--- config.mk ---
export PLATFORM = sky130hd
export DESIGN_NAME = load_store_unit
export DESIGN_NICKNAME = d
export VERILOG_FILES = /design/src/rtl/lsu_pkg.sv /design/src/rtl/load_extender.sv /design/src/rtl/load_store_unit.sv
export SDC_FILE = /design/constraint.sdc
export NUM_CORES = 1
export LEC_CHECK = 0
export CORE_UTILIZATION = 40
export DETAILED_ROUTE_END_ITERATION = 10
export DONT_BUFFER_PORTS = 1
export PLACE_DENSITY = 0.54
export SLEW_MARGIN = 30
export SYNTH_ARGS = -nofsm -noshare
export SYNTH_HDL_FRONTEND = slang
export SYNTH_SLANG_ARGS = --single-unit
export TNS_END_PERCENT = 30
--- constraint.sdc ---
create_clock -name clk -period 3 [get_ports clk]
set_input_delay 0.6 -clock clk [delete_from_list [all_inputs] [get_ports clk]]
set_output_delay 0.6 -clock clk [all_outputs]
set_load 0.1 [all_outputs]
--- src/rtl/lsu_pkg.sv ---
// Shared types and helpers for the load/store unit: FSM state encoding,
// RV32I load/store funct3 codes, alignment/legality check, byte-lane
// enable and store-lane replication.
package lsu_pkg;

    typedef enum logic [1:0] {
        S_IDLE  = 2'd0,
        S_ISSUE = 2'd1,
        S_WAIT  = 2'd2,
        S_RESP  = 2'd3
    } lsu_state_t;

    localparam logic [2:0] F3_B  = 3'b000;
    localparam logic [2:0] F3_H  = 3'b001;
    localparam logic [2:0] F3_W  = 3'b010;
    localparam logic [2:0] F3_BU = 3'b100;
    localparam logic [2:0] F3_HU = 3'b101;

    // Legal = known funct3 for the direction and naturally aligned address.
    function automatic logic access_ok(input logic       is_write,
                                       input logic [2:0] funct3,
                                       input logic [1:0] offset);
        logic ok;
        ok = 1'b0;
        if (is_write) begin
            case (funct3)
                F3_B:    ok = 1'b1;
                F3_H:    ok = ~offset[0];
                F3_W:    ok = (offset == 2'b00);
                default: ok = 1'b0;
            endcase
        end else begin
            case (funct3)
                F3_B, F3_BU: ok = 1'b1;
                F3_H, F3_HU: ok = ~offset[0];
                F3_W:        ok = (offset == 2'b00);
                default:     ok = 1'b0;
            endcase
        end
        return ok;
    endfunction

    // funct3[1:0] carries the access size for both loads and stores.
    function automatic logic [3:0] byte_enable(input logic [2:0] funct3,
                                               input logic [1:0] offset);
        logic [3:0] be;
        case (funct3[1:0])
            2'b00:   be = 4'b0001 << offset;
            2'b01:   be = 4'b0011 << {offset[1], 1'b0};
            default: be = 4'b1111;
        endcase
        return be;
    endfunction

    // Replicate store data across all lanes; byte enables pick the live one.
    function automatic logic [31:0] store_lanes(input logic [2:0]  funct3,
                                                input logic [31:0] wdata);
        logic [31:0] d;
        case (funct3[1:0])
            2'b00:   d = {4{wdata[7:0]}};
            2'b01:   d = {2{wdata[15:0]}};
            default: d = wdata;
        endcase
        return d;
    endfunction

endpackage

--- src/rtl/load_extender.sv ---
// Purpose: pick the addressed byte/halfword of a memory word and sign/zero extend it.
// Latency: combinational.
// Backpressure: none.
// Ports: funct3 (load type), offset (addr[1:0]), raw (memory word), result (extended data).
module load_extender
    import lsu_pkg::*;
(
    input  logic [2:0]  funct3,
    input  logic [1:0]  offset,
    input  logic [31:0] raw,
    output logic [31:0] result
);

    logic [7:0]  lane_b;
    logic [15:0] lane_h;

    always_comb begin
        lane_b = raw[7:0];
        case (offset)
            2'd0:    lane_b = raw[7:0];
            2'd1:    lane_b = raw[15:8];
            2'd2:    lane_b = raw[23:16];
            default: lane_b = raw[31:24];
        endcase
        // Halfwords are aligned, so only addr[1] matters.
        lane_h = offset[1] ? raw[31:16] : raw[15:0];
    end

    always_comb begin
        result = raw;
        case (funct3)
            F3_B:    result = {{24{lane_b[7]}}, lane_b};
            F3_BU:   result = {24'd0, lane_b};
            F3_H:    result = {{16{lane_h[15]}}, lane_h};
            F3_HU:   result = {16'd0, lane_h};
            default: result = raw;
        endcase
    end

endmodule

--- src/rtl/load_store_unit.sv ---
// Purpose: one-at-a-time RV32I load/store access to word-organised data memory with alignment checking.
// Latency: accept->rsp_valid is 1 cycle (error), 2 (store), 2+MEM_LATENCY (load).
// Backpressure: req_ready only in IDLE; req_valid while busy is ignored, no response backpressure.
// Ports: clk/reset (async active-low); req_* request handshake and payload;
//        rsp_* one-cycle response; mem_* registered memory interface, mem_rdata raw read word.
module load_store_unit
    import lsu_pkg::*;
#(
    parameter int MEM_LATENCY = 1,
    parameter int ADDR_WIDTH  = 32
) (
    input  logic                  clk,
    input  logic                  reset,
    input  logic                  req_valid,
    output logic                  req_ready,
    input  logic                  req_write,
    input  logic [2:0]            req_funct3,
    input  logic [ADDR_WIDTH-1:0] req_addr,
    input  logic [31:0]           req_wdata,
    output logic                  rsp_valid,
    output logic                  rsp_error,
    output logic [31:0]           rsp_rdata,
    output logic                  mem_wren,
    output logic [ADDR_WIDTH-1:0] mem_address,
    output logic [3:0]            mem_byte_en,
    output logic [31:0]           mem_wdata,
    input  logic [31:0]           mem_rdata
);

    // Counter runs MEM_LATENCY-1 down to 0, so WAIT lasts MEM_LATENCY cycles.
    localparam logic [1:0] LAT_INIT = 2'(MEM_LATENCY - 1);

    lsu_state_t  state;
    logic        lat_write;
    logic [2:0]  lat_funct3;
    logic [1:0]  lat_offset;
    logic [1:0]  lat_cnt;
    logic [31:0] load_result;

    assign req_ready = (state == S_IDLE);
    assign rsp_valid = (state == S_RESP);

    load_extender u_load_extender (
        .funct3 (lat_funct3),
        .offset (lat_offset),
        .raw    (mem_rdata),
        .result (load_result)
    );

    always_ff @(posedge clk or negedge reset) begin
        if (!reset) begin
            state       <= S_IDLE;
            lat_write   <= 1'b0;
            lat_funct3  <= 3'd0;
            lat_offset  <= 2'd0;
            lat_cnt     <= 2'd0;
            rsp_error   <= 1'b0;
            rsp_rdata   <= 32'd0;
            mem_wren    <= 1'b0;
            mem_address <= '0;
            mem_byte_en <= 4'd0;
            mem_wdata   <= 32'd0;
        end else begin
            case (state)
                S_IDLE: begin
                    if (req_valid) begin
                        if (access_ok(req_write, req_funct3, req_addr[1:0])) begin
                            lat_write   <= req_write;
                            lat_funct3  <= req_funct3;
                            lat_offset  <= req_addr[1:0];
                            // Memory outputs are loaded on the accept edge so
                            // they are valid for the whole ISSUE cycle.
                            mem_address <= {req_addr[ADDR_WIDTH-1:2], 2'b00};
                            mem_byte_en <= byte_enable(req_funct3, req_addr[1:0]);
                            mem_wdata   <= store_lanes(req_funct3, req_wdata);
                            mem_wren    <= req_write;
                            state       <= S_ISSUE;
                        end else begin
                            // Illegal access never touches memory.
                            rsp_error <= 1'b1;
                            rsp_rdata <= 32'd0;
                            state     <= S_RESP;
                        end
                    end
                end
                S_ISSUE: begin
                    if (lat_write) begin
                        mem_wren    <= 1'b0;
                        mem_byte_en <= 4'd0;
                        rsp_error   <= 1'b0;
                        rsp_rdata   <= 32'd0;
                        state       <= S_RESP;
                    end else begin
                        lat_cnt <= LAT_INIT;
                        state   <= S_WAIT;
                    end
                end
                S_WAIT: begin
                    if (lat_cnt == 2'd0) begin
                        rsp_rdata   <= load_result;
                        rsp_error   <= 1'b0;
                        mem_byte_en <= 4'd0;
                        state       <= S_RESP;
                    end else begin
                        lat_cnt <= lat_cnt - 2'd1;
                    end
                end
                S_RESP: begin
                    state <= S_IDLE;
                end
                default: begin
                    state <= S_IDLE;
                end
            endcase
        end
    end

endmodule

Yosys cells after proc, flatten, opt, wreduce, memory -nomap -nowiden
Cells that the tools add are included.
{"block": "totals", "reg_bits": 110, "inputBits": 103, "out_inout_bits": 104, "wordCells": 89}
{"block": "op_classes", "n_eq_ne": 20, "add_sub_neg": 1, "bitwise": 1, "shifts": 2, "reduce_logical": 18, "muxes": 36}
{"op": "32-bit 2-to-1 mux", "count": 4}
{"op": "32-bit case mux with 4 select lines", "count": 1}
{"op": "32-bit case mux with 3 select lines", "count": 1}
{"op": "32-bit case mux with 2 select lines", "count": 1}
{"op": "8-bit case mux with 3 select lines", "count": 1}
{"op": "16-bit 2-to-1 mux", "count": 1}
{"op": "4-bit 2-to-1 mux", "count": 4}
{"op": "3-bit equality test (second input constant)", "count": 4}
{"op": "2-bit inequality test (second input constant)", "count": 6}
{"op": "4-bit case mux with 3 select lines", "count": 1}
{"op": "2-bit zero test", "count": 5}
{"op": "1-bit 2-to-1 mux", "count": 10}
{"op": "2-bit 2-to-1 mux", "count": 5}
{"op": "5-bit AND reduction", "count": 2}
{"op": "1-bit case mux with 3 select lines", "count": 3}
{"op": "2-bit case mux with 4 select lines", "count": 1}
{"op": "4-bit case mux with 2 select lines", "count": 1}
{"op": "2-bit by 1-bit equality test with 1-bit output (second input constant)", "count": 3}
{"op": "2-bit equality test (second input constant)", "count": 3}
{"op": "3-bit by 1-bit equality test with 1-bit output (second input constant)", "count": 2}
{"op": "3-bit zero test", "count": 2}
{"op": "3-bit AND reduction", "count": 2}
{"op": "2-bit case mux with 2 select lines", "count": 1}
{"op": "4-bit AND reduction", "count": 1}
{"op": "11 further kinds", "count": 13}

Depth between registers and ports, before layout
{"block": "depth", "ltp_word": 9, "ltp_mapped": 9, "ltp_nobuf": 6}

Cells and area by module
Synthesis repeated with hierarchy kept, for this count alone.
{"block": "hier_totals", "cells_unflattened": 569, "area_unflattened_um2": 5786.8}
{"mod": "load_store_unit", "area_each_um2": 4817.1, "seq_area_each_um2": 2752.6, "n_inst": 1, "cells_per_inst": 436}
{"mod": "load_extender", "area_each_um2": 969.7, "seq_area_each_um2": 0.0, "n_inst": 1, "cells_per_inst": 133}

Worst setup path after synthesis
Ideal clock, no wire load.
{"block": "synth_timing", "kind": "reg-to-reg", "startpoint": "register state[0]", "endpoint": "register rsp_rdata[10]", "period_less_slack_ns": 2.775, "arrival_time_ns": 2.653, "required_time_ns": 2.878, "slack_ns": 0.225, "setup_ns": 0.122, "stages_incl_launch_ff": 10, "n_path_buf": 3, "cell_sequence": "dfrtp_1 > inv_1 > ha_1 > buf_6 > nor2b_4 > or4_4 > or2_1 > buf_6 > buf_6 > a22o_1"}
{"block": "synth_between", "elab_chain_cells": 3, "word_cells_on_any_way": 10, "cone_classes": "eq/ne (6); mux (1); reduce/logical (3)"}
{"item": "from (decl)", "line": "load_store_unit.sv:33", "source": "lsu_state_t state;"}
{"item": "from (signal assigned)", "line": "load_store_unit.sv:52", "source": "state <= S_IDLE;"}
{"item": "from (signal assigned)", "line": "load_store_unit.sv:77", "source": "state <= S_ISSUE;"}
{"item": "from (signal assigned)", "line": "load_store_unit.sv:82", "source": "state <= S_RESP;"}
{"item": "2-bit zero test (*)"}
{"item": "via req_ready", "line": "load_store_unit.sv:15", "source": "output logic req_ready,"}
{"item": "2-bit inequality test (no source line) or 3-bit nonzero test (tied branches)"}
{"item": "5-bit AND reduction (no source line)"}
{"item": "to (signal assigned)", "line": "load_store_unit.sv:100", "source": "rsp_rdata <= load_result;"}
{"item": "to (decl)", "line": "load_store_unit.sv:22", "source": "output logic [31:0] rsp_rdata,"}
The timed path passes the listed nets; every way through them passes the cells marked *.
A chain may end at the register's enable or synchronous reset.

Final worst setup path
{"block": "layout_timing", "startpoint": "register state[0]", "endpoint": "register rsp_rdata[4]"}
{"block": "layout_between", "elab_chain_cells": 3, "word_cells_on_any_way": 10, "cone_classes": "eq/ne (6); mux (1); reduce/logical (3)"}
{"item": "2-bit equality test, or another cell as far along", "line": "load_store_unit.sv:64", "source": "case (state)"}
{"item": "2-bit inequality test (no source line) or 3-bit nonzero test (tied branches)"}
{"item": "5-bit AND reduction (no source line)"}
Parallel ways exist; a longest one is shown, timed or not.

==> results.md <==
* Worst Path Arrival at 2.85 ns
* Yosys reg bits at 110
* CTS buffer count at 9
* Chip height at 118 um
* WL final at 13.7 mm
* Vias at 3757
* Worst slew pin tran at approximately 0.94 ns
* Diode count at 0
* Setup bufs post-CTS at 0
* Placed inst area at 5490 um2
* Pins over their slew limit at 0
* Main synth FF type: dfrtp_1
* Worst-path fanout max at 33
* Top-area cell type share of the netlist area at 51.1%
* Initial Util at 40.9%
* Final nets at 578
* Fin cells at 651
* Setup Viol. Count Final at 0
* Startpoint Class: register
* Layout cells sized above 1 at approximately a fifth
* RSZ-0062 raised after global routing: no
* Synth async-reset ratio at 100%
* Synth top area cells: dfrtp_1, mux2_2, o21ai_0, mux2i_1, a21oi_1
* Final hold slack at -0.0621 ns
* Clk_skew at 0.00527 ns
* Clock root buffer: clkbuf_16
* Commonest non-fill, non-tap cell in the layout: dfrtp_1
* Worst-skew pair later-pin latency at around 0.35 ns
* First-pass GRT wire length at 22.0 mm
* Initial antenna violation count at 0
* Global-route usage over all layers at 20.5%
* Largest net degree at the start of global routing at 111
* Total negative setup slack at 0 ns
* Synth warn at 0
* FF-to-FF path depth at 7
* Yosys cell types at 48
* Number of synthesized flops with an enable pin at 0
* Io pins at slightly above 200
* Remaining global-route overflow at 0
* Wire per inst at between 20 and 25 um
* Final hold vios at between 100 and 150
* Violated checks: hold timing
* Max Cap Viol at 0
* Core area at 13200 um2
* Sink Count at 110
* Avg Synthesized Cell Area at about 11 um2
* DRC at 0
* Hpwl dp at 9.65 mm
* Total die area at 13900 um2
* R2R setup slack at 0.40 ns
* Reg clk slew, reported paths at 0.07 ns
* Min cycle time layout at 2.60 ns
* Most frequent cells in the layout: dfrtp_1, o21ai_0, mux2_2
* Fin util at 44.0%
* Endpoint class of the critical path: register
* Port buffer count at 0
* Area growth syn-to-layout at 7.75%
* Outcome: complete, but fails checks
* Die Wd at 118 um
* Seq/Total Area, Yosys at 51.1%
* Worst Hold Class: in -> async
* Worst Path Required at approximately 3.3 ns
* H-Tree Depth at 3
* Crit Path Class: reg -> reg
* Area leader, netlist: dfrtp_1
* Cells after DPL at 635
* CTS tree: built
* Synth Instances at 487
* Final period util at about 87%
* Relative slew slack at 37.1%
* Area of the mapped netlist at 5390 um2
* GPL Wtd Cong at between 0.7 and 0.8
* Initial drt markers at 206
* # rows at 42
* Post-route cell area at ~5800 um2
* Detail Route Antenna Nets at 0
* DR vias/cell at 5.77
* Fmax at 0.385 GHz
* Pre-antenna DRT Iters at 6
* Vias in the first global route at 3997
* Worst-case clock buffer depth at 2
## repair_timing
item | in CTS | in global routing
hold endpoints to repair | 110 | 110
gates resized for setup | 0 | 0
endpoints found under the setup margin | 0 | 0
## per-layer routing
metal  routed length (um)  up-vias  GRT usage, %
li1                     -     1737             -
met1                 5690     1835          25.2
met2                 6390      162          32.3
met3                 1350       23          7.46
met4                  277        0          8.65
met5                    0        -             0
## registers in the layout, summed over array words and instances, names as in the netlist
name and flops:
lat_cnt 2, lat_funct3 3, lat_offset 2, lat_write 1, mem_address 30, mem_byte_en 4
mem_wdata 32, mem_wren 1, rsp_error 1, rsp_rdata 32, state 2
## area by class of cell
| type | instances | area, um2 |
|---|---|---|
| clock buffers | 9 | 225 |
| clock inverters | 7 | 96.3 |
| fillers | 1269 | 7380 |
| inverters | 12 | 45.0 |
| multi-input cells | 325 | 2380 |
| flip-flops and latches | 110 | 2750 |
| well taps | 176 | 220 |
| repair buffers | 12 | 90.1 |
## worst max-delay path, stage by stage (launching register included)
cell and delay, ns:
dfrtp_1 0.43, inv_1 0.09, ha_1 0.23, nor2b_1 0.16, or4_4 0.66, or2_1 0.28, buf_4 0.26, o41ai_2 0.37
## through the flow
stage | hold WS [ns] | worst slack [ns]
after floorplan | 0.304 | 0.225
after global placement | 0.308 | 0.529
after detailed placement | 0.307 | 0.395
after CTS | -0.0792 | 0.399
after global routing | -0.0812 | 0.275
final | -0.0621 | 0.400
## cells in the mapped netlist (3+ instances only)
cell,instances
a21oi_1,32
a221oi_1,7
a22o_1,6
buf_1,5
buf_2,6
buf_6,5
clkbuf_1,22
dfrtp_1,110
ha_1,5
inv_1,12
mux2_2,46
mux2i_1,30
nand2_1,31
nand2b_1,3
nor2_1,18
nor2b_1,5
nor3_1,5
o21ai_0,65
o21bai_1,4
o2bb2ai_1,10
o31ai_1,14
o31ai_2,10
## cell families (layout without fill, tap and decap cells)
logic type | after synthesis | in the layout | share of synthesized area (%)
multiplexers | 77 | 77 | 15.6
AND/OR/NAND/NOR | 73 | 73 | 6.36
buffers and inverters | 53 | 40 | 4.87
AO/OA/AOI/OAI | 168 | 168 | 20.9
other | 1 | 2 | 0.0696
flip-flops | 110 | 110 | 51.1
adder cells (fa/ha/maj) | 5 | 5 | 1.16
## worst paths after layout
path                                       from                     endpoint
max                        state[0]$_DFFE_PN0P_     rsp_rdata[4]$_DFFE_PN0P_
min                                       reset    rsp_rdata[16]$_DFFE_PN0P_
max reg2reg                state[0]$_DFFE_PN0P_     rsp_rdata[4]$_DFFE_PN0P_
min reg2reg                state[0]$_DFFE_PN0P_         state[0]$_DFFE_PN0P_
max in group asynchronous                 reset  mem_address[14]$_DFFE_PN0P_
min in group clk                    req_addr[1]    lat_offset[1]$_DFFE_PN0P_
Power is left out: the tool's default activity adds up to more than one toggle a clock period on the data nets, which glitch-free logic cannot reach.
